[config.mk]
export PLATFORM = sky130hd
export DESIGN_NAME = sprite_rom_arbiter_flat
export DESIGN_NICKNAME = d
export VERILOG_FILES = /design/src/rtl/sprite_rom_arbiter_if.sv /design/src/rtl/sprite_rom_arbiter.sv /design/src/flat_wrapper.sv
export SDC_FILE = /design/constraint.sdc
export NUM_CORES = 1
export LEC_CHECK = 0
export CAP_MARGIN = 0
export CORE_MARGIN = 5
export CORE_UTILIZATION = 45
export CTS_CLUSTER_SIZE = 40
export DETAILED_ROUTE_END_ITERATION = 7
export GPL_TIMING_DRIVEN = 0
export PLACE_DENSITY_LB_ADDON = 0.12
export SETUP_SLACK_MARGIN = 0.02
export SYNTH_ARGS = -nofsm -noshare
export SYNTH_HDL_FRONTEND = slang
export SYNTH_SLANG_ARGS = --single-unit
[constraint.sdc]
create_clock -name clk -period 7.3 [get_ports clk]
set_input_delay 1.825 -clock clk [delete_from_list [all_inputs] [get_ports clk]]
set_output_delay 1.825 -clock clk [all_outputs]
set_load 0.01 [all_outputs]
[src/rtl/sprite_rom_arbiter_if.sv]
// ---------------------------------------------------------------------------
// sprite_rom_arbiter_if
//   Bundle between the sprite engines, the shared sprite ROM and the arbiter.
//   The "master" side is the environment: the engines that raise req/addr and
//   the ROM that returns rom_data. The "slave" side is the arbiter itself.
//
//   req       per-engine request, held high for a whole sprite run
//   addr      packed per-engine ROM address, slice i = addr[i*ADDRW +: ADDRW]
//   grant     one-hot grant back to the engines
//   rom_addr  address presented to the shared ROM
//   rom_en    ROM read enable
//   rom_data  ROM read data, valid LAT cycles after rom_en
//   rd_data   returned pixel data (0 when nothing is valid)
//   rd_valid  one-hot marker of which engine rd_data belongs to
// ---------------------------------------------------------------------------
interface sprite_rom_arbiter_if #(
  parameter int NREQ      = 4,
  parameter int ADDRW     = 10,
  parameter int COLR_BITS = 4
);
  logic [NREQ-1:0]       req;
  logic [NREQ*ADDRW-1:0] addr;
  logic [NREQ-1:0]       grant;
  logic [ADDRW-1:0]      rom_addr;
  logic                  rom_en;
  logic [COLR_BITS-1:0]  rom_data;
  logic [COLR_BITS-1:0]  rd_data;
  logic [NREQ-1:0]       rd_valid;

  modport master (
    output req, addr, rom_data,
    input  grant, rom_addr, rom_en, rd_data, rd_valid
  );

  modport slave (
    input  req, addr, rom_data,
    output grant, rom_addr, rom_en, rd_data, rd_valid
  );
endinterface

[src/rtl/sprite_rom_arbiter.sv]
// ---------------------------------------------------------------------------
// sprite_rom_arbiter
//   Shares one synchronous sprite ROM read port among NREQ sprite engines.
//   An engine that wins arbitration keeps the ROM for its whole run; on release
//   the next requester (round-robin from the releasing owner) is granted in the
//   same cycle. Read data comes back LAT cycles later tagged with a one-hot
//   rd_valid. Denied-request cycles are counted per frame for debug.
//
//   clk           pixel clock
//   rst           asynchronous active-high reset
//   frame         start-of-frame pulse, clears conflict and conflict_cnt
//   bus           engine/ROM bundle (slave modport)
//   owner         index of the current or last owner
//   busy          ROM currently held or granted this cycle
//   conflict      sticky "some request was denied" flag
//   conflict_cnt  saturating count of denied-request cycles
// ---------------------------------------------------------------------------
module sprite_rom_arbiter #(
  parameter int NREQ      = 4,
  parameter int ADDRW     = 10,
  parameter int COLR_BITS = 4,
  parameter int LAT       = 1,
  parameter int CNTW      = 16
) (
  input  logic                     clk,
  input  logic                     rst,
  input  logic                     frame,
  sprite_rom_arbiter_if.slave      bus,
  output logic [$clog2(NREQ)-1:0]  owner,
  output logic                     busy,
  output logic                     conflict,
  output logic [CNTW-1:0]          conflict_cnt
);
  localparam int OW = $clog2(NREQ);

  typedef enum logic {IDLE, LOCKED} state_t;

  state_t                state_q, state_d;
  logic [OW-1:0]         owner_q, owner_d;
  logic [OW-1:0]         rr_ptr_q, rr_ptr_d;
  logic                  conflict_q, conflict_d;
  logic [CNTW-1:0]       cnt_q, cnt_d;
  logic [NREQ-1:0]       pipe_q [LAT];
  logic [NREQ-1:0]       pipe_d [LAT];

  logic                  holding, releasing, arb_en, found, sel_valid, deny;
  logic [OW-1:0]         arb_base, winner, idx, sel;
  logic [NREQ-1:0]       grant_c;
  logic [ADDRW-1:0]      rom_addr_c;
  logic [COLR_BITS-1:0]  rd_data_c;

  // Increment modulo NREQ; NREQ need not be a power of two.
  function automatic logic [OW-1:0] inc_mod(input logic [OW-1:0] v);
    return (int'(v) == NREQ - 1) ? '0 : v + OW'(1);
  endfunction

  // Round-robin search. On a release the scan starts just past the releasing
  // owner, which is exactly the pointer value being written this cycle, so the
  // handoff needs no idle bubble.
  always_comb begin : arbitrate
    // NOTE: every comb output gets a default first so no path infers a latch.
    holding   = (state_q == LOCKED) && bus.req[owner_q];
    releasing = (state_q == LOCKED) && !bus.req[owner_q];
    arb_en    = (state_q == IDLE) || releasing;
    arb_base  = releasing ? inc_mod(owner_q) : rr_ptr_q;
    found     = 1'b0;
    winner    = '0;
    idx       = arb_base;
    for (int k = 0; k < NREQ; k++) begin
      if (!found && bus.req[idx]) begin
        found  = 1'b1;
        winner = idx;
      end
      idx = inc_mod(idx);
    end
  end

  // Next-state logic.
  always_comb begin : next_state
    state_d  = state_q;
    owner_d  = owner_q;
    rr_ptr_d = rr_ptr_q;
    if (releasing) rr_ptr_d = arb_base;
    if (arb_en) begin
      if (found) begin
        state_d = LOCKED;
        owner_d = winner;
      end else begin
        state_d = IDLE;
      end
    end
  end

  // Output logic. rst gates the grant directly so grant/rom_en drop the moment
  // reset asserts, even while an engine is still requesting.
  always_comb begin : outputs
    sel        = holding ? owner_q : winner;
    sel_valid  = !rst && (holding || (arb_en && found));
    grant_c    = '0;
    rom_addr_c = '0;
    if (sel_valid) begin
      grant_c[sel] = 1'b1;
      rom_addr_c   = bus.addr[int'(sel)*ADDRW +: ADDRW];
    end
  end

  // Conflict statistics and return pipeline. frame wins over an increment.
  always_comb begin : stats_pipe
    deny       = |(bus.req & ~grant_c);
    cnt_d      = cnt_q;
    conflict_d = conflict_q;
    if (frame) begin
      cnt_d      = '0;
      conflict_d = 1'b0;
    end else if (deny) begin
      conflict_d = 1'b1;
      if (cnt_q != '1) cnt_d = cnt_q + CNTW'(1);
    end
    pipe_d[0] = grant_c;
    for (int i = 1; i < LAT; i++) pipe_d[i] = pipe_q[i-1];
  end

  // State register.
  always_ff @(posedge clk or posedge rst) begin
    if (rst) begin
      state_q    <= IDLE;
      owner_q    <= '0;
      rr_ptr_q   <= '0;
      conflict_q <= 1'b0;
      cnt_q      <= '0;
      // NOTE: the grant pipeline is reset too; a stale stage would raise a
      // spurious rd_valid right after reset.
      for (int i = 0; i < LAT; i++) pipe_q[i] <= '0;
    end else begin
      // NOTE: non-blocking so every flop samples the pre-edge values.
      state_q    <= state_d;
      owner_q    <= owner_d;
      rr_ptr_q   <= rr_ptr_d;
      conflict_q <= conflict_d;
      cnt_q      <= cnt_d;
      pipe_q     <= pipe_d;
    end
  end

  assign rd_data_c     = (|pipe_q[LAT-1]) ? bus.rom_data : '0;

  assign bus.grant     = grant_c;
  assign bus.rom_en    = |grant_c;
  assign bus.rom_addr  = rom_addr_c;
  assign bus.rd_valid  = pipe_q[LAT-1];
  assign bus.rd_data   = rd_data_c;
  assign owner         = owner_q;
  assign busy          = (state_q == LOCKED) || (|grant_c);
  assign conflict      = conflict_q;
  assign conflict_cnt  = cnt_q;
endmodule

[src/flat_wrapper.sv]
// flat-port wrapper written by rule: the top's interface ports become plain ports
module sprite_rom_arbiter_flat 
#(
  parameter int NREQ      = 4,
  parameter int ADDRW     = 10,
  parameter int COLR_BITS = 4,
  parameter int LAT       = 1,
  parameter int CNTW      = 16
)
  (clk, rst, frame, owner, busy, conflict, conflict_cnt, bus_req, bus_addr, bus_rom_data, bus_grant, bus_rom_addr, bus_rom_en, bus_rd_data, bus_rd_valid);
  sprite_rom_arbiter_if #(.NREQ(NREQ), .ADDRW(ADDRW), .COLR_BITS(COLR_BITS)) bus_i ();
  input  logic clk;
  input  logic rst;
  input  logic frame;
  output logic [$clog2(NREQ)-1:0] owner;
  output logic busy;
  output logic conflict;
  output logic [CNTW-1:0] conflict_cnt;
  input wire logic [$bits(bus_i.req)-1:0] bus_req;
  input wire logic [$bits(bus_i.addr)-1:0] bus_addr;
  input wire logic [$bits(bus_i.rom_data)-1:0] bus_rom_data;
  output wire logic [$bits(bus_i.grant)-1:0] bus_grant;
  output wire logic [$bits(bus_i.rom_addr)-1:0] bus_rom_addr;
  output wire logic [$bits(bus_i.rom_en)-1:0] bus_rom_en;
  output wire logic [$bits(bus_i.rd_data)-1:0] bus_rd_data;
  output wire logic [$bits(bus_i.rd_valid)-1:0] bus_rd_valid;
  assign bus_i.req = bus_req;
  assign bus_i.addr = bus_addr;
  assign bus_i.rom_data = bus_rom_data;
  assign bus_grant = bus_i.grant;
  assign bus_rom_addr = bus_i.rom_addr;
  assign bus_rom_en = bus_i.rom_en;
  assign bus_rd_data = bus_i.rd_data;
  assign bus_rd_valid = bus_i.rd_valid;
  sprite_rom_arbiter #(.NREQ(NREQ), .ADDRW(ADDRW), .COLR_BITS(COLR_BITS), .LAT(LAT), .CNTW(CNTW)) u_core (.clk(clk), .rst(rst), .frame(frame), .bus(bus_i), .owner(owner), .busy(busy), .conflict(conflict), .conflict_cnt(conflict_cnt));
endmodule
==> results of run 1 <==
how the worst max path moves through the flow:
stage / startpoint / endpoint / slack (ns)
5_1_grt: bus_req[0] / bus_rom_addr[6] / 0.09
3_3_place_gp: bus_req[0] / bus_rom_addr[6] / 0.26
6_report: bus_req[0] / bus_rom_addr[6] / 0.21
4_1_cts: bus_req[0] / bus_rom_addr[7] / 0.22
3_5_place_dp: bus_req[0] / bus_rom_addr[6] / 0.22
2_1_floorplan: bus_req[2] / bus_rom_addr[3] / 1.26
per-layer routing:
metal / vias to the layer above / GRT usage, %
met5: - / 0
met1: 1028 / 24.0
li1: 1035 / -
met3: 5 / 7.96
met2: 80 / 31.6
met4: 0 / 5.24
cells in the mapped netlist, types with 2 or more instances:
cell type	instances
sky130_fd_sc_hd__nand2_1	32
sky130_fd_sc_hd__ha_1	2
sky130_fd_sc_hd__o21ai_0	8
sky130_fd_sc_hd__nand4_1	4
sky130_fd_sc_hd__buf_2	2
sky130_fd_sc_hd__nand3_1	5
sky130_fd_sc_hd__a21oi_1	16
sky130_fd_sc_hd__a211oi_1	2
sky130_fd_sc_hd__o21bai_1	2
sky130_fd_sc_hd__or3_1	12
sky130_fd_sc_hd__mux2_4	3
sky130_fd_sc_hd__and3_1	14
sky130_fd_sc_hd__buf_6	3
sky130_fd_sc_hd__clkbuf_1	9
sky130_fd_sc_hd__dfrtp_1	26
sky130_fd_sc_hd__o32ai_1	2
sky130_fd_sc_hd__o311a_1	2
sky130_fd_sc_hd__nor3_1	4
sky130_fd_sc_hd__xor2_1	2
sky130_fd_sc_hd__o21ai_1	7
sky130_fd_sc_hd__nor3b_1	3
sky130_fd_sc_hd__nor2_1	11
sky130_fd_sc_hd__or2_2	3
sky130_fd_sc_hd__nor2b_1	4
sky130_fd_sc_hd__inv_1	8
sky130_fd_sc_hd__mux2i_1	24
sky130_fd_sc_hd__and4_1	2
sequential cells by signal (all words and copies together) (netlist names):
signal and flops:
u_core.bus.rd_valid 4, u_core.conflict 1, u_core.rr_ptr_q 2, u_core.state_q 1
u_core.owner 2, u_core.conflict_cnt 16
critical path, stage by stage:
cell                              delay, ns
sky130_fd_sc_hd__clkdlybuf4s50_1       0.51
sky130_fd_sc_hd__mux2_4                0.35
sky130_fd_sc_hd__o22ai_4               0.22
sky130_fd_sc_hd__mux2_4                0.36
sky130_fd_sc_hd__or4_1                 0.51
sky130_fd_sc_hd__o211a_1               0.15
sky130_fd_sc_hd__buf_6                 0.15
sky130_fd_sc_hd__buf_2                 0.22
sky130_fd_sc_hd__mux2i_1               0.15
sky130_fd_sc_hd__nand2_1               0.07
sky130_fd_sc_hd__and3_1                0.19
sky130_fd_sc_hd__clkdlybuf4s50_1       0.55
stage by stage:
step           total power [mW]  worst slack (ns)  std cells  utilization (%)  area (µm²)
6_report                  0.954             0.207        379             70.0        3030
5_1_grt                    1.02            0.0864        379             70.0        3030
4_1_cts                   0.960             0.219        379             70.0        3030
3_5_place_dp              0.836             0.224        375             68.4        2960
3_3_place_gp              0.828             0.259        375             68.4        2960
2_1_floorplan             0.594              1.26        234                -        2000
power groups by stage:
| stage | Sequential, mW | Clock, mW | Combinational, mW |
|---|---|---|---|
| floorplan | 0.203 | 0 | 0.392 |
| global placement | 0.200 | 0 | 0.628 |
| detailed placement | 0.200 | 0 | 0.636 |
| CTS | 0.198 | 0.123 | 0.639 |
| global route | 0.202 | 0.129 | 0.693 |
| finish | 0.198 | 0.121 | 0.635 |
area by class of cell:
type                            count  area [µm²]  share of cell area [%]
Multi-Input combinational cell    185        1240                    40.9
Timing Repair Buffer               89         891                    29.4
Tap cell                           52        65.1                    2.15
Inverter                            8        30.0                   0.992
Sequential cell                    26         651                    21.5
Clock buffer                        3        41.3                    1.36
Buffer                             15        81.3                    2.69
Clock inverter                      1        30.0                   0.992
cells by family (layout without fill, tap and decap cells):
family,after synthesis,after routing
buf+inv,23,116
flops,26,26
compound gates,53,53
mux,29,29
xor+xnor,2,2
simple gates,99,99
fa+ha+maj,2,2
==> impl_metrics.yaml, run 1 <==
synthesis:
  yosys.area_share.xor_xnor_pct: 0.876
  synthCells: 234
  postSynth.asyncResetShare_pct: 100
  synthesis.area_mm2: 0.00200
  avgSynthCellArea_um2: 8.55
  ys_seq_area_share_pct: 32.5
  synth_top_family_by_area: "simple AND/OR/NAND/NOR gates"
  synth-compound-area-share_pct: 18.7
  synth.area.top_cells: "sky130_fd_sc_hd__dfrtp_1 (33%), sky130_fd_sc_hd__mux2i_1 (12%), sky130_fd_sc_hd__nand2_1 (6.0%)"
  synth_cell_type_count: 49
  synth_simple_gate_area_share_pct: 25.7
  number_of_flip_flops_and_latches_in_the_synthesized_netlist: 26
  yosys.area.top_type_share_pct: 32.5
  yosysWarnings: 0
  postSynthNetCount: 287
  synth_adder_area_share_pct: 1.25
  synth.mux.area_fraction_pct: 15.4
  number_of_enable_flip_flop_cells_after_synthesis: 0
  yosys_most_used_dff: "sky130_fd_sc_hd__dfrtp_1"
  synth.largest_area_cell: "sky130_fd_sc_hd__dfrtp_1"
global_routing:
  grt_first_pass_wirelength_um: 9580
  grt_use_total_pct: 19.6
  grt_antenna_before_repair: 0
  maximum_number_of_pins_on_one_net_before_global_route_repair: 28
  number_of_global_route_vias_before_repair: 2024
  grt-ovfl-total: 0
worst_hold_path:
  hold_class: "flop to flop"
  timing.hold.worst.start: "u_core.conflict"
  worst_hold_path.endpoint: "u_core.conflict"
  whs_path_depth: 2
power:
  comb_power_share_pct: 66.6
  sw_frac_of_total_pct: 40.5
  total_switching_power_mw: 0.386
  leakagePower_nw: 1.29
  clock_power_share_pct: 12.7
  cellPowerDensity_mw_per_mm2: 315
  vdd_ir_drop_max_v: 0.000209
  share_seq_of_total_power_pct: 20.7
  internal_power_mw: 0.567
run_status:
  status: "completed"
placement:
  placement.io_buffers: 89
  gpl.final_weighted_congestion: 0.824
  hpwl_um: 4720
floorplanning:
  fp.dieArea_mm2: 0.00588
  row_count: 24
  design.portCount: 94
  x_dimension_of_the_die_um: 76.7
  starting_density_pct: 46.3
  die_h_um: 76.7
  core_mm2: 0.00432
worst_setup_path:
  worst_setup_path_end_kind: "primary output"
  reg2reg_slack_ns: 3.90
  path_max_fanout: 10
  cp.required_ns: 5.48
  worstReg2RegStart: "u_core.owner[0]"
  rr_worst_depth: 11
  arrival_ns: 5.27
  setup.worst_path.start_class: "input pin"
  rr_endpoint: "u_core.conflict_cnt[1]"
  criticalPathCategory: "input pin to primary output"
finish:
  antenna_cells: 0
  mostFrequentLayoutCell: "sky130_fd_sc_hd__clkdlybuf4s50_1"
  fin_nets: 381
  syn2layout_area_growth_pct: 51.3
  layout-drive-gt1-share_pct: 6.73
  num-fill-cells: 372
  layout_common_cells: "sky130_fd_sc_hd__clkdlybuf4s50_1 (89), sky130_fd_sc_hd__nand2_1 (32), sky130_fd_sc_hd__dfrtp_1 (26)"
sta:
  final_hold_violating_endpoints: 0
  slew-limit-headroom_pct: 32.9
  finalWorstPathRequiredPeriod_ns: 7.09
  timing.clock.skew_ns: 0.00733
  final_number_of_setup_violating_endpoints: 0
  final.period_utilization_pct: 97.2
  tns_ns: 0
  fmax_mhz: 141
  timing.hold.ws_ns: 0.530
  max_slew.worst_pin.slew_ns: 1.01
  finalMaxSlewViolations: 0
  rsz_0062_raised_after_global_routing: "no"
routing:
  drt_pass_1_iters: 4
  ant_nets: 0
  routed_wl_met2_um: 2840
  routedWlPerCell_um: 15.8
  highest_layer: "met4"
  drc: 0
  drc_marker_count_from_the_first_detailed_route_iteration: 133
  routed-via-count: 2148
  drt-vias-per-instance: 5.67
  met3RoutedLength_um: 623
  routed_wirelength_um: 5980
  route.layer.met1.wl_um: 2470
clock_network:
  clockRootBuffer: "sky130_fd_sc_hd__clkbuf_8"
  clkTransAtPathRegs_ns: 0.09
  cts.hold.buffers_added: 0
  htree_levels: 1
  cts_resized: 0
  insertion_delay_ns: 0.28
  tritoncts: "yes"
  numClockSinks: 26
  tritoncts.num_buffers: 3
  clk_path_buf_depth: 2
  post_cts_setup_driven_buffer_insertion_count: 0
run:
  drv.max_cap_violation_count: 0
No activity file was read; power rests on OpenSTA's default activity.
==> run 2, diff against run 1 <==
- CAP_MARGIN: 0 -> 20
==> run 2 against run 1 <==
Final cell count grew 0.26%. Sequential cell count is the same. Sequential power is essentially flat. Cell area grew 0.66%. Hold slack gained 0.0032 ns. Global-route usage is the same. Maximum frequency grew 0.18%. Non-clock buffer count grew 1. Core utilization grew 0.46 points. Combinational power is essentially flat.
==> impl_metrics.yaml, run 2 (same netlist as run 1, synthesis figures left out) <==
sta:
  finalMaxSlewViolations: 0
  timing.clock.skew_ns: 0.00432
  final_number_of_setup_violating_endpoints: 0
  final.period_utilization_pct: 97.0
  tns_ns: 0
  rsz_0062_raised_after_global_routing: "no"
  max_slew.worst_pin.slew_ns: 0.649
  final_hold_violating_endpoints: 0
  fmax_mhz: 141
  finalWorstPathRequiredPeriod_ns: 7.08
  slew-limit-headroom_pct: 56.3
clock_network:
  clk_path_buf_depth: 2
  clockRootBuffer: "sky130_fd_sc_hd__clkbuf_8"
  insertion_delay_ns: 0.28
  numClockSinks: 26
  htree_levels: 1
  cts_resized: 0
  post_cts_setup_driven_buffer_insertion_count: 0
  cts.hold.buffers_added: 0
  tritoncts.num_buffers: 3
  tritoncts: "yes"
  clkTransAtPathRegs_ns: 0.09
run:
  drv.max_cap_violation_count: 0
global_routing:
  grt_antenna_before_repair: 0
  grt_use_total_pct: 19.6
  number_of_global_route_vias_before_repair: 2024
  grt-ovfl-total: 0
  grt_first_pass_wirelength_um: 9580
  maximum_number_of_pins_on_one_net_before_global_route_repair: 28
finish:
  area_of_the_multi_input_gates_mm2: 0.00124
  fin_nets: 382
  largest_reg_flops: 16
  layout-drive-gt1-share_pct: 7.01
  mostFrequentLayoutCell: "sky130_fd_sc_hd__clkdlybuf4s50_1"
  sequential_cell_area_um2: 651
  antenna_cells: 0
  stdcell_count: 380
  num-fill-cells: 368
  syn2layout_area_growth_pct: 52.3
  layout_common_cells: "sky130_fd_sc_hd__clkdlybuf4s50_1 (89), sky130_fd_sc_hd__nand2_1 (32), sky130_fd_sc_hd__dfrtp_1 (26)"
worst_setup_path:
  worstReg2RegStart: "u_core.owner[0]"
  rr_endpoint: "u_core.conflict_cnt[1]"
  rr_worst_depth: 11
  reg2reg_slack_ns: 3.90
  critical_path_buf_inv_count: 4
  crit_path_cells: "clkdlybuf4s50_1 -> mux2_4 -> o22ai_4 -> mux2_4 -> or4_1 -> o211a_1 -> buf_6 -> buf_2 -> mux2i_1 -> nand2_1 -> and3_1 -> clkdlybuf4s50_1"
  worst_setup_path_end_kind: "primary output"
  worstSetupPathDepth: 12
  criticalPathCategory: "input pin to primary output"
  critPathTopFamily: "buffers and inverters"
  arrival_ns: 5.26
  path_max_fanout: 10
  crit_path_start: "bus_req[0]"
  max_stage_delay_on_crit_path_ns: 0.55
  setup.worst_path.start_class: "input pin"
  cp.required_ns: 5.48
  crit_slowest_cell: "sky130_fd_sc_hd__clkdlybuf4s50_1"
  cp-endpoint: "bus_rom_addr[6]"
routing:
  routedWlPerCell_um: 15.8
  drt_pass_1_iters: 4
  drt-vias-per-instance: 5.63
  routed-via-count: 2138
  ant_nets: 0
  drc_marker_count_from_the_first_detailed_route_iteration: 158
  drc: 0
  routed_wirelength_um: 6000
placement:
  gpl.final_weighted_congestion: 0.824
  dpl.cell_count: 375
  placement.io_buffers: 89
  hpwl_um: 4720
power:
  cellPowerDensity_mw_per_mm2: 313
  vdd_ir_drop_max_v: 0.000210
  leakagePower_nw: 1.30
floorplanning:
  starting_density_pct: 46.3
  x_dimension_of_the_die_um: 76.7
  row_count: 24
  core_mm2: 0.00432
  fp.dieArea_mm2: 0.00588
  die_h_um: 76.7
  design.portCount: 94
run_status:
  status: "completed"
worst_hold_path:
  hold_class: "flop to flop"
[run 2: changes by cell type in the layout (fill, tap and decap cells not counted)]
cell and change:
sky130_fd_sc_hd__buf_12 +1
[run 2: layer usage]
metal | GRT usage [%] | part of all wire (%) | vias up
li1 | - | - | 1037
met3 | 7.96 | 11 | 7
met2 | 31.6 | 48 | 87
met4 | 5.24 | 1.0 | 0
met5 | 0 | 0 | -
met1 | 24.0 | 40 | 1007
[run 2: worst min-delay path by stage]
stage	startpoint	end	slack, ns	depth (start not counted)
4_1_cts	u_core.conflict	u_core.conflict	0.54	2
5_1_grt	u_core.conflict	u_core.conflict	0.57	2
2_1_floorplan	u_core.rr_ptr_q[0]	u_core.rr_ptr_q[0]	0.53	2
3_5_place_dp	u_core.conflict	u_core.conflict	0.52	2
6_report	u_core.conflict	u_core.conflict	0.53	2
3_3_place_gp	u_core.conflict	u_core.conflict	0.51	2
[run 2: per-stage QoR]
| stage | util [%] | setup slack, ns | power, mW | hold slack (ns) | instance area, µm² |
|---|---|---|---|---|---|
| after floorplan | - | 1.26 | 0.594 | 0.534 | 2000 |
| after global placement | 68.4 | 0.259 | 0.828 | 0.512 | 2960 |
| after detailed placement | 68.4 | 0.224 | 0.836 | 0.522 | 2960 |
| after CTS | 70.0 | 0.219 | 0.960 | 0.539 | 3030 |
| after global routing | 70.5 | 0.0804 | 1.03 | 0.568 | 3050 |
| final | 70.5 | 0.219 | 0.954 | 0.533 | 3050 |
[run 2: final cells by class]
class	instances	share of cell area (%)
multi-input cells	185	40.6
clock buffers	3	1.35
repair buffers	90	29.9
flip-flops and latches	26	21.3
well taps	52	2.13
clock inverters	1	0.985
plain buffers	15	2.67
inverters	8	0.985
[run 2: where the power goes]
part	switching, mW	leakage [nW]	internal (mW)
clock network	0.0464	0.0357	0.0735
registers	0.0289	0.345	0.169
logic	0.310	0.921	0.326
[run 2: worst register-to-register path, cell delays in order (launching register included)]
cell                       delay [ns]
sky130_fd_sc_hd__dfrtp_1         0.40
sky130_fd_sc_hd__clkbuf_1        0.36
sky130_fd_sc_hd__nand2_1         0.22
sky130_fd_sc_hd__o22ai_4         0.22
sky130_fd_sc_hd__mux2_4          0.36
sky130_fd_sc_hd__or4_1           0.51
sky130_fd_sc_hd__o211a_1         0.15
sky130_fd_sc_hd__o31a_1          0.27
sky130_fd_sc_hd__a22oi_2         0.34
sky130_fd_sc_hd__buf_6           0.21
sky130_fd_sc_hd__mux2i_1         0.19
sky130_fd_sc_hd__nor2_1          0.05
